**src/rtl/frame_buf_pkg.sv**
```systemverilog
// Shared types and constants for the frame-buffer DDR arbiter.
// Holds the FSM state set, the bank width and the default burst and frame sizes.
package frame_buf_pkg;

    localparam int BANK_W          = 2;
    localparam int DEF_BURST_LEN   = 64;
    localparam int DEF_FRAME_WORDS = 230400;

    typedef enum logic [2:0] {
        IDLE,
        WR_CMD,
        WR_DATA,
        RD_CMD,
        RD_DATA
    } arb_state_t;

endpackage

```
**src/rtl/frame_buf_arbiter_bank.sv**
```systemverilog
// Bank rotation and frame publication for a 4-bank triple-buffered frame store.
// The writer never lands on the bank the reader is currently scanning out.
module frame_bank_ctrl
    import frame_buf_pkg::*;
(
    input  logic              ddr_clk,
    input  logic              rst,
    input  logic              apply_wr,
    input  logic              apply_rd,
    input  logic              wr_full,
    input  logic              wr_partial,
    output logic [BANK_W-1:0] wr_bank,
    output logic [BANK_W-1:0] rd_bank,
    output logic              latest_valid,
    output logic              frame_pub,
    output logic [7:0]        drop_cnt
);

    logic [BANK_W-1:0] latest_bank;
    logic [BANK_W-1:0] rd_bank_nxt;
    logic [BANK_W-1:0] wr_step;

    // The skip test uses the reader bank as it will be after this cycle, while the
    // reader itself picks up latest_bank before this cycle's publication.
    always_comb begin
        rd_bank_nxt = rd_bank;
        if (apply_rd && latest_valid) begin
            rd_bank_nxt = latest_bank;
        end
        wr_step = wr_bank + BANK_W'(1);
        if (wr_step == rd_bank_nxt) begin
            wr_step = wr_bank + BANK_W'(2);
        end
    end

    always_ff @(posedge ddr_clk) begin
        if (rst) begin
            wr_bank      <= '0;
            rd_bank      <= BANK_W'(3);
            latest_bank  <= '0;
            latest_valid <= 1'b0;
            frame_pub    <= 1'b0;
            drop_cnt     <= 8'd0;
        end else begin
            frame_pub <= 1'b0;
            rd_bank   <= rd_bank_nxt;
            if (apply_wr) begin
                if (wr_full) begin
                    latest_bank  <= wr_bank;
                    latest_valid <= 1'b1;
                    frame_pub    <= 1'b1;
                    wr_bank      <= wr_step;
                end else if (wr_partial && drop_cnt != 8'hFF) begin
                    drop_cnt <= drop_cnt + 8'd1;
                end
            end
        end
    end

endmodule

```
**src/rtl/frame_buf_arbiter.sv**
```systemverilog
// Round-robin DDR burst arbiter between the camera writer and the display reader.
// Issues one burst command at a time and tracks per-direction frame offsets.
module frame_buf_arbiter
    import frame_buf_pkg::*;
#(
    parameter int BURST_LEN   = DEF_BURST_LEN,
    parameter int FRAME_WORDS = DEF_FRAME_WORDS,
    parameter int ADDR_W      = 24
) (
    input  logic              ddr_clk,
    input  logic              rst,
    input  logic              wr_req,
    input  logic              wr_frame_start,
    input  logic              rd_req,
    input  logic              rd_frame_start,
    output logic              cmd_valid,
    input  logic              cmd_ready,
    output logic              cmd_wr,
    output logic [ADDR_W-1:0] cmd_addr,
    input  logic              burst_done,
    output logic [BANK_W-1:0] wr_bank,
    output logic [BANK_W-1:0] rd_bank,
    output logic              frame_pub,
    output logic [7:0]        drop_cnt
);

    localparam int OFF_W = ADDR_W - BANK_W;
    // One extra bit so a frame that exactly fills the offset space is still detected.
    localparam logic [OFF_W:0] BURST_INC = (OFF_W+1)'(BURST_LEN);
    localparam logic [OFF_W:0] FRAME_END = (OFF_W+1)'(FRAME_WORDS);

    arb_state_t       state;
    arb_state_t       state_nxt;
    logic             last_grant_wr;
    logic             last_grant_nxt;
    logic [OFF_W-1:0] wr_off;
    logic [OFF_W-1:0] rd_off;
    logic [OFF_W:0]   wr_off_sum;
    logic [OFF_W:0]   rd_off_sum;
    logic             wr_full;
    logic             wr_pend;
    logic             rd_pend;
    logic             wr_elig;
    logic             rd_elig;
    logic             apply_wr;
    logic             apply_rd;
    logic             latest_valid;

    always_comb begin
        state_nxt      = state;
        last_grant_nxt = last_grant_wr;
        cmd_valid      = 1'b0;
        cmd_wr         = 1'b0;
        cmd_addr       = '0;
        wr_elig        = wr_req && !wr_full;
        rd_elig        = rd_req && latest_valid;
        apply_wr       = (state == IDLE) && wr_pend;
        apply_rd       = (state == IDLE) && rd_pend;
        wr_off_sum     = {1'b0, wr_off} + BURST_INC;
        rd_off_sum     = {1'b0, rd_off} + BURST_INC;
        case (state)
            IDLE: begin
                if (wr_elig && (!rd_elig || !last_grant_wr)) begin
                    state_nxt      = WR_CMD;
                    last_grant_nxt = 1'b1;
                end else if (rd_elig) begin
                    state_nxt      = RD_CMD;
                    last_grant_nxt = 1'b0;
                end
            end
            WR_CMD: begin
                cmd_valid = 1'b1;
                cmd_wr    = 1'b1;
                cmd_addr  = {wr_bank, wr_off};
                if (cmd_ready) state_nxt = WR_DATA;
            end
            RD_CMD: begin
                cmd_valid = 1'b1;
                cmd_addr  = {rd_bank, rd_off};
                if (cmd_ready) state_nxt = RD_DATA;
            end
            WR_DATA, RD_DATA: begin
                if (burst_done) state_nxt = IDLE;
            end
            default: state_nxt = IDLE;
        endcase
    end

    // Frame starts wait here until the FSM is idle so an in-flight burst keeps its address.
    always_ff @(posedge ddr_clk) begin
        if (rst) begin
            state         <= IDLE;
            last_grant_wr <= 1'b0;
            wr_off        <= '0;
            rd_off        <= '0;
            wr_full       <= 1'b0;
            wr_pend       <= 1'b0;
            rd_pend       <= 1'b0;
        end else begin
            state         <= state_nxt;
            last_grant_wr <= last_grant_nxt;
            wr_pend       <= wr_frame_start || (wr_pend && !apply_wr);
            rd_pend       <= rd_frame_start || (rd_pend && !apply_rd);

            if (apply_wr) begin
                wr_off  <= '0;
                wr_full <= 1'b0;
            end else if (state == WR_DATA && burst_done) begin
                if (wr_off_sum >= FRAME_END) begin
                    wr_off  <= '0;
                    wr_full <= 1'b1;
                end else begin
                    wr_off <= wr_off_sum[OFF_W-1:0];
                end
            end

            if (apply_rd) begin
                rd_off <= '0;
            end else if (state == RD_DATA && burst_done) begin
                rd_off <= (rd_off_sum >= FRAME_END) ? '0 : rd_off_sum[OFF_W-1:0];
            end
        end
    end

    frame_bank_ctrl u_bank_ctrl (
        .ddr_clk      (ddr_clk),
        .rst          (rst),
        .apply_wr     (apply_wr),
        .apply_rd     (apply_rd),
        .wr_full      (wr_full),
        .wr_partial   (wr_off != '0),
        .wr_bank      (wr_bank),
        .rd_bank      (rd_bank),
        .latest_valid (latest_valid),
        .frame_pub    (frame_pub),
        .drop_cnt     (drop_cnt)
    );

endmodule

```
**config.mk**
```make
export PLATFORM = sky130hd
export DESIGN_NAME = frame_buf_arbiter
export DESIGN_NICKNAME = d
export VERILOG_FILES = /design/src/rtl/frame_buf_pkg.sv /design/src/rtl/frame_buf_arbiter_bank.sv /design/src/rtl/frame_buf_arbiter.sv
export SDC_FILE = /design/constraint.sdc
export NUM_CORES = 1
export LEC_CHECK = 0
export BUFFER_PORTS_ARGS = -buffer_cell sky130_fd_sc_hd__buf_2
export CORE_MARGIN = 2
export CORE_UTILIZATION = 52
export DETAILED_ROUTE_END_ITERATION = 6
export PLACE_DENSITY = 0.75
export SYNTH_ARGS = -nofsm -noshare
export SYNTH_HDL_FRONTEND = slang
export SYNTH_SLANG_ARGS = --single-unit
```
**constraint.sdc**
```tcl
create_clock -name ddr_clk -period 2.55 [get_ports ddr_clk]
set_clock_uncertainty 0.05 [all_clocks]
set_input_delay 0.3825 -clock ddr_clk [delete_from_list [all_inputs] [get_ports ddr_clk]]
set_output_delay 0.3825 -clock ddr_clk [all_outputs]
set_load 0.03 [all_outputs]
```
Word level (Yosys, flattened, before mapping). Cells that the tools add are included. Widths: inputs -> output; s select.

Logic and storage cells: 80. Output and inout port bits: 39. Register bits: 67. Input port bits: 8.

Bitwise operators: 2. Reductions and logical operators: 32. Equality and inequality tests: 10. Add/subtract/negate cells: 5. Multiplexer cells: 16. Order comparisons: 2.

Operator list (number): $pmux 24 s2 (1); $add 22x7->23 const B (2); $ge 23x18->1 const B (2); $mux 22 (2); $reduce_bool 22->1 (1); $mux 3 (5); $pmux 3 s4 (1); $logic_and 1x1->1 (11); $reduce_or 2->1 (5); $add 8x1->8 const B (1); $ne 8x8->1 const B (1); $eq 3x2->1 const B (2); $ne 2x2->1 const B (3); $reduce_and 2->1 (3); $logic_not 1->1 (5); $mux 1 (5); $mux 2 (2); $reduce_and 4->1 (1); $eq 3x1->1 const B (1); $eq 3x3->1 const B (1); $logic_not 3->1 (1); $logic_or 1x1->1 (3); $ne 3x2->1 const B (1); $reduce_and 3->1 (1); 5 further kinds (6).

Longest topological paths before layout.
Word-level depth: 6. Depth in mapped cells: 9. Mapped depth without buffers: 8.

Modules after synthesis. A second synthesis with hierarchy kept.

Cells, all modules: 441. Area total of the unflattened synthesis: 3407.0 um2.

By module, submodules not included: frame_buf_arbiter (seq. area each 780.7 um2, area each 2678.8 um2, cells each 359, instances 1); frame_bank_ctrl (seq. area each 320.3 um2, area each 728.2 um2, cells each 82, instances 1).

Least setup slack after synthesis. OpenSTA, ideal clock, no wires.

Path kind: register to register. Start point: reg wr_off[6]. End point: reg wr_off[16]. Arrival: 2.118 ns. Slack: 0.308 ns. Library setup time: 0.074 ns. Clock period less this slack: 2.242 ns. Data required time: 2.426 ns. Stages on the path, launching flop included: 10. Buffers on the path: 2. Cells stage by stage: dfxtp_1 -> ha_1 -> and4_4 -> buf_6 -> or3_1 -> a2111oi_2 -> o21a_2 -> buf_6 -> nand4_1 -> a31oi_1.

Word-level cells in the longest chain between the ends: 3.

RTL lines: start, declared (RTL line frame_buf_arbiter.sv:36) `logic [OFF_W-1:0] wr_off;`; start signal, assigned (RTL line frame_buf_arbiter.sv:113) `wr_off <= wr_off_sum[OFF_W-1:0];`; $add 22x7->23 * (RTL line frame_buf_arbiter.sv:59) `wr_off_sum = {1'b0, wr_off} + BURST_INC;`; $ge 23x18->1 (RTL line frame_buf_arbiter.sv:109) `if (wr_off_sum >= FRAME_END) begin`; $mux 22 * (RTL line frame_buf_arbiter.sv:109).

Every way passes the cells marked *; elsewhere a longest branch is shown, timed or not. A chain may end at the register's enable or synchronous reset.

Final worst setup path. Same ends and word-level chain as after synthesis.

==> flow_metrics.tcl <==
set metrics [dict create \
    status "complete, no violations" \
    irDropWorstVdd_v 0.000420 \
    die_h_microns 86.3 \
    p_leak_uw 0.00141 \
    track_usage_pct 22.4 \
    worstHoldStart "wr_frame_start" \
    diodes 0 \
    clk_latency_ns 0.32 \
    cts.clk_slew.worst_paths_ns 0.10 \
    area_growth_syn_to_layout_pct 8.13 \
    setup_violations 0 \
    final_common_cell "dfxtp_1" \
    crit_required_ns 2.74 \
    ioPinCount 47 \
    whs_path_depth 3 \
    rrSetupSlack_ns 0.11 \
    post-route-period-util_pct 95.7 \
    vias_per_cell 6.04 \
    drtAntennaViolNets 0 \
    drcViolationCount 0 \
    synth_cells 449 \
    async_flop_share_pct 0 \
    final_nets 481 \
    pwr-share-seq_pct 46.1 \
    grt_first_pass_wirelength_mm 13.7 \
    maxCapViolCount 0 \
    synth_top_area_share_pct 31.2 \
    slew_violations 0 \
    period_minus_slack_ns 2.44 \
    place_congestion 0.946 \
    netSwitchingFraction_pct 36.3 \
    p_sw_uw 728 \
    max-clock-path-buffers 2 \
    pre_cts_ws_ns 0.0695 \
    layout-drive-gt1-share_pct 19.0 \
    fin_ws_ns 0.111 \
    crit_arrival_ns 2.63 \
    yosysUniqueCellTypes 69 \
    rows 30 \
    fmax_mhz 410 \
    start_util_pct 52.8 \
    coreArea_sq_um 6680 \
    crit_fanout 22 \
    worstRegToRegCells 7 \
    finalHoldViolations 0 \
    ys_ff_latch 55 \
    wl_per_cell_microns 15.2 \
    synth_edf_count 0 \
    yosysSeqAreaShare_pct 31.2 \
    yosysTopAreaCell "dfxtp_1" \
    grt_overflow 0 \
    grt_pass1_vias 2850 \
    die_area_sq_um 7460 \
    postCtsSetupRepairBufs 0 \
    combPwrFrac_pct 28.8 \
    avgSynthCellArea_sq_um 7.85 \
    hold_ws_ns 0.226 \
    powerDensity_nw_per_um2 527 \
    max-slew-margin-rel_pct 45.9 \
    worstSetupPathType "flop to flop" \
    portBuffers 40 \
    drtIter0Drc 257 \
    hold_path_class "input pin to flop" \
    cts_max_level 2 \
    tightest_slew_ns 0.812 \
    r2r_start "wr_off[6]$_SDFFE_PP0P_" \
    mostFrequentLayoutCells "dfxtp_1 (55), nor2_1 (44), nand2_1 (43)" \
    clockPowerShare_pct 25.1 \
    cts_sinks 55 \
    cts_buffers 5 \
    dp_hpwl_mm 5.81 \
    yosys_warnings 0 \
    grt_max_degree 29 \
    die_w_microns 86.3 \
    crit_path_end_kind "flop" \
    wl_mm 8.33 \
    cp-startpoint "wr_off[6]$_SDFFE_PP0P_" \
    ys_top_cells_by_area "dfxtp_1 (31%), mux2i_1 (6.0%), nor2_1 (4.7%)" \
    grt_antenna_before_repair 0 \
    ys.flop_type "dfxtp_1" \
    cts_tree "yes" \
    vias 3317 \
    intPower_uw 1280 \
    synthesis.area_sq_um 3530 \
    clockRootBuffer "clkbuf_8" \
    firstDrtPassIters 5 \
    worst_setup_path_start_kind "flop" \
]
==> worst max-delay path, cell delays in order, from the launching register on <==
cell and delay (ns):
dfxtp_1 0.37, ha_1 0.29, and4_4 0.25, or3_1 0.32
a2111oi_2 0.42, o21a_4 0.32, nand4_1 0.16, a31oi_1 0.18
==> area by class of cell <==
class,count,area (sq um)
sequential,55,1100
clock buffer,6,72.6
inverter,10,37.5
tap,80,100
fill,634,2870
multi-input combinational,337,2140
timing repair buffer,59,343
clock inverter,2,16.3
==> flip-flops by register name (all words and copies together), names as in the netlist <==
name                      count
u_bank_ctrl.rd_bank           2
state                         3
rd_off                       16
u_bank_ctrl.latest_valid      1
wr_pend                       1
wr_off                       16
u_bank_ctrl.drop_cnt          8
u_bank_ctrl.frame_pub         1
wr_full                       1
last_grant_wr                 1
rd_pend                       1
u_bank_ctrl.latest_bank       2
u_bank_ctrl.wr_bank           2
==> layer usage <==
layer  track usage (%)  wire, microns  vias up
met3              3.33            518       13
met5                 0              0        -
li1                  -              -     1654
met4              6.11            107        0
met2              36.2           3770      126
met1              31.3           3930     1524
==> Yosys cell counts (2+ instances only) <==
cell type,n
nand3b_1,2
o211ai_1,4
ha_1,5
a31o_2,5
nand3_1,25
o21a_1,2
dfxtp_1,55
a21oi_1,21
and2_1,5
a22oi_1,2
or4_1,6
xor2_1,6
or2_2,2
mux2i_1,21
nor2_1,44
a31o_1,4
a2111oi_0,2
a21o_1,2
and3_1,12
o21bai_1,2
nand2_1,43
buf_2,13
nand4b_1,3
clkbuf_1,22
a211oi_1,8
xnor2_1,7
nand2b_1,3
buf_6,5
inv_1,10
nand4_1,22
and4_1,4
nor3_1,17
nor2b_1,2
buf_4,7
or3_1,3
buf_1,4
a31oi_1,12
nor4_1,6
==> timing repair <==
action	CTS	global route
hold endpoints to repair	0	0
hold buffers	0	0
resized for setup	0	2
endpoints found under the setup margin	0	12
==> kinds of logic after synthesis <==
kind of cell	after synthesis	synth area share (%)
AND/OR/NAND/NOR	214	32.9
AO/OA/AOI/OAI	77	15.5
buffers and inverters	62	8.91
flip-flops	55	31.2
multiplexers	22	6.28
XOR/XNOR	13	3.23
adder cells (fa/ha/maj)	5	1.77
other	1	0.106
==> per-stage QoR <==
step           cell area, sq um  util (%)  power (uW)  TNS [ns]  instances
2_1_floorplan              3540         -        1400         0        454
3_5_place_dp               3710      55.5        1520         0        541
3_3_place_gp               3710      55.5        1510         0        541
5_1_grt                    3810      57.1        2120   -0.0133        549
4_1_cts                    3800      56.9        2010         0        549
6_report                   3810      57.1        2010         0        549
==> power groups by stage <==
| stage | combinational, uW | clock [uW] | sequential [uW] |
|---|---|---|---|
| final | 578 | 505 | 926 |
| after global routing | 629 | 562 | 931 |
| after CTS | 576 | 513 | 925 |
| after detailed placement | 573 | 0 | 945 |
| after global placement | 564 | 0 | 942 |
| after floorplan | 478 | 0 | 925 |
==> path summary, 6_finish.rpt <==
path	endpoint
max	wr_off[16]$_SDFFE_PP0P_
min	wr_pend$_SDFF_PP0_
max reg2reg	wr_off[16]$_SDFFE_PP0P_
min reg2reg	u_bank_ctrl.latest_valid$_SDFFE_PP0P_
Note: power is estimated with default switching activity, not from simulation.
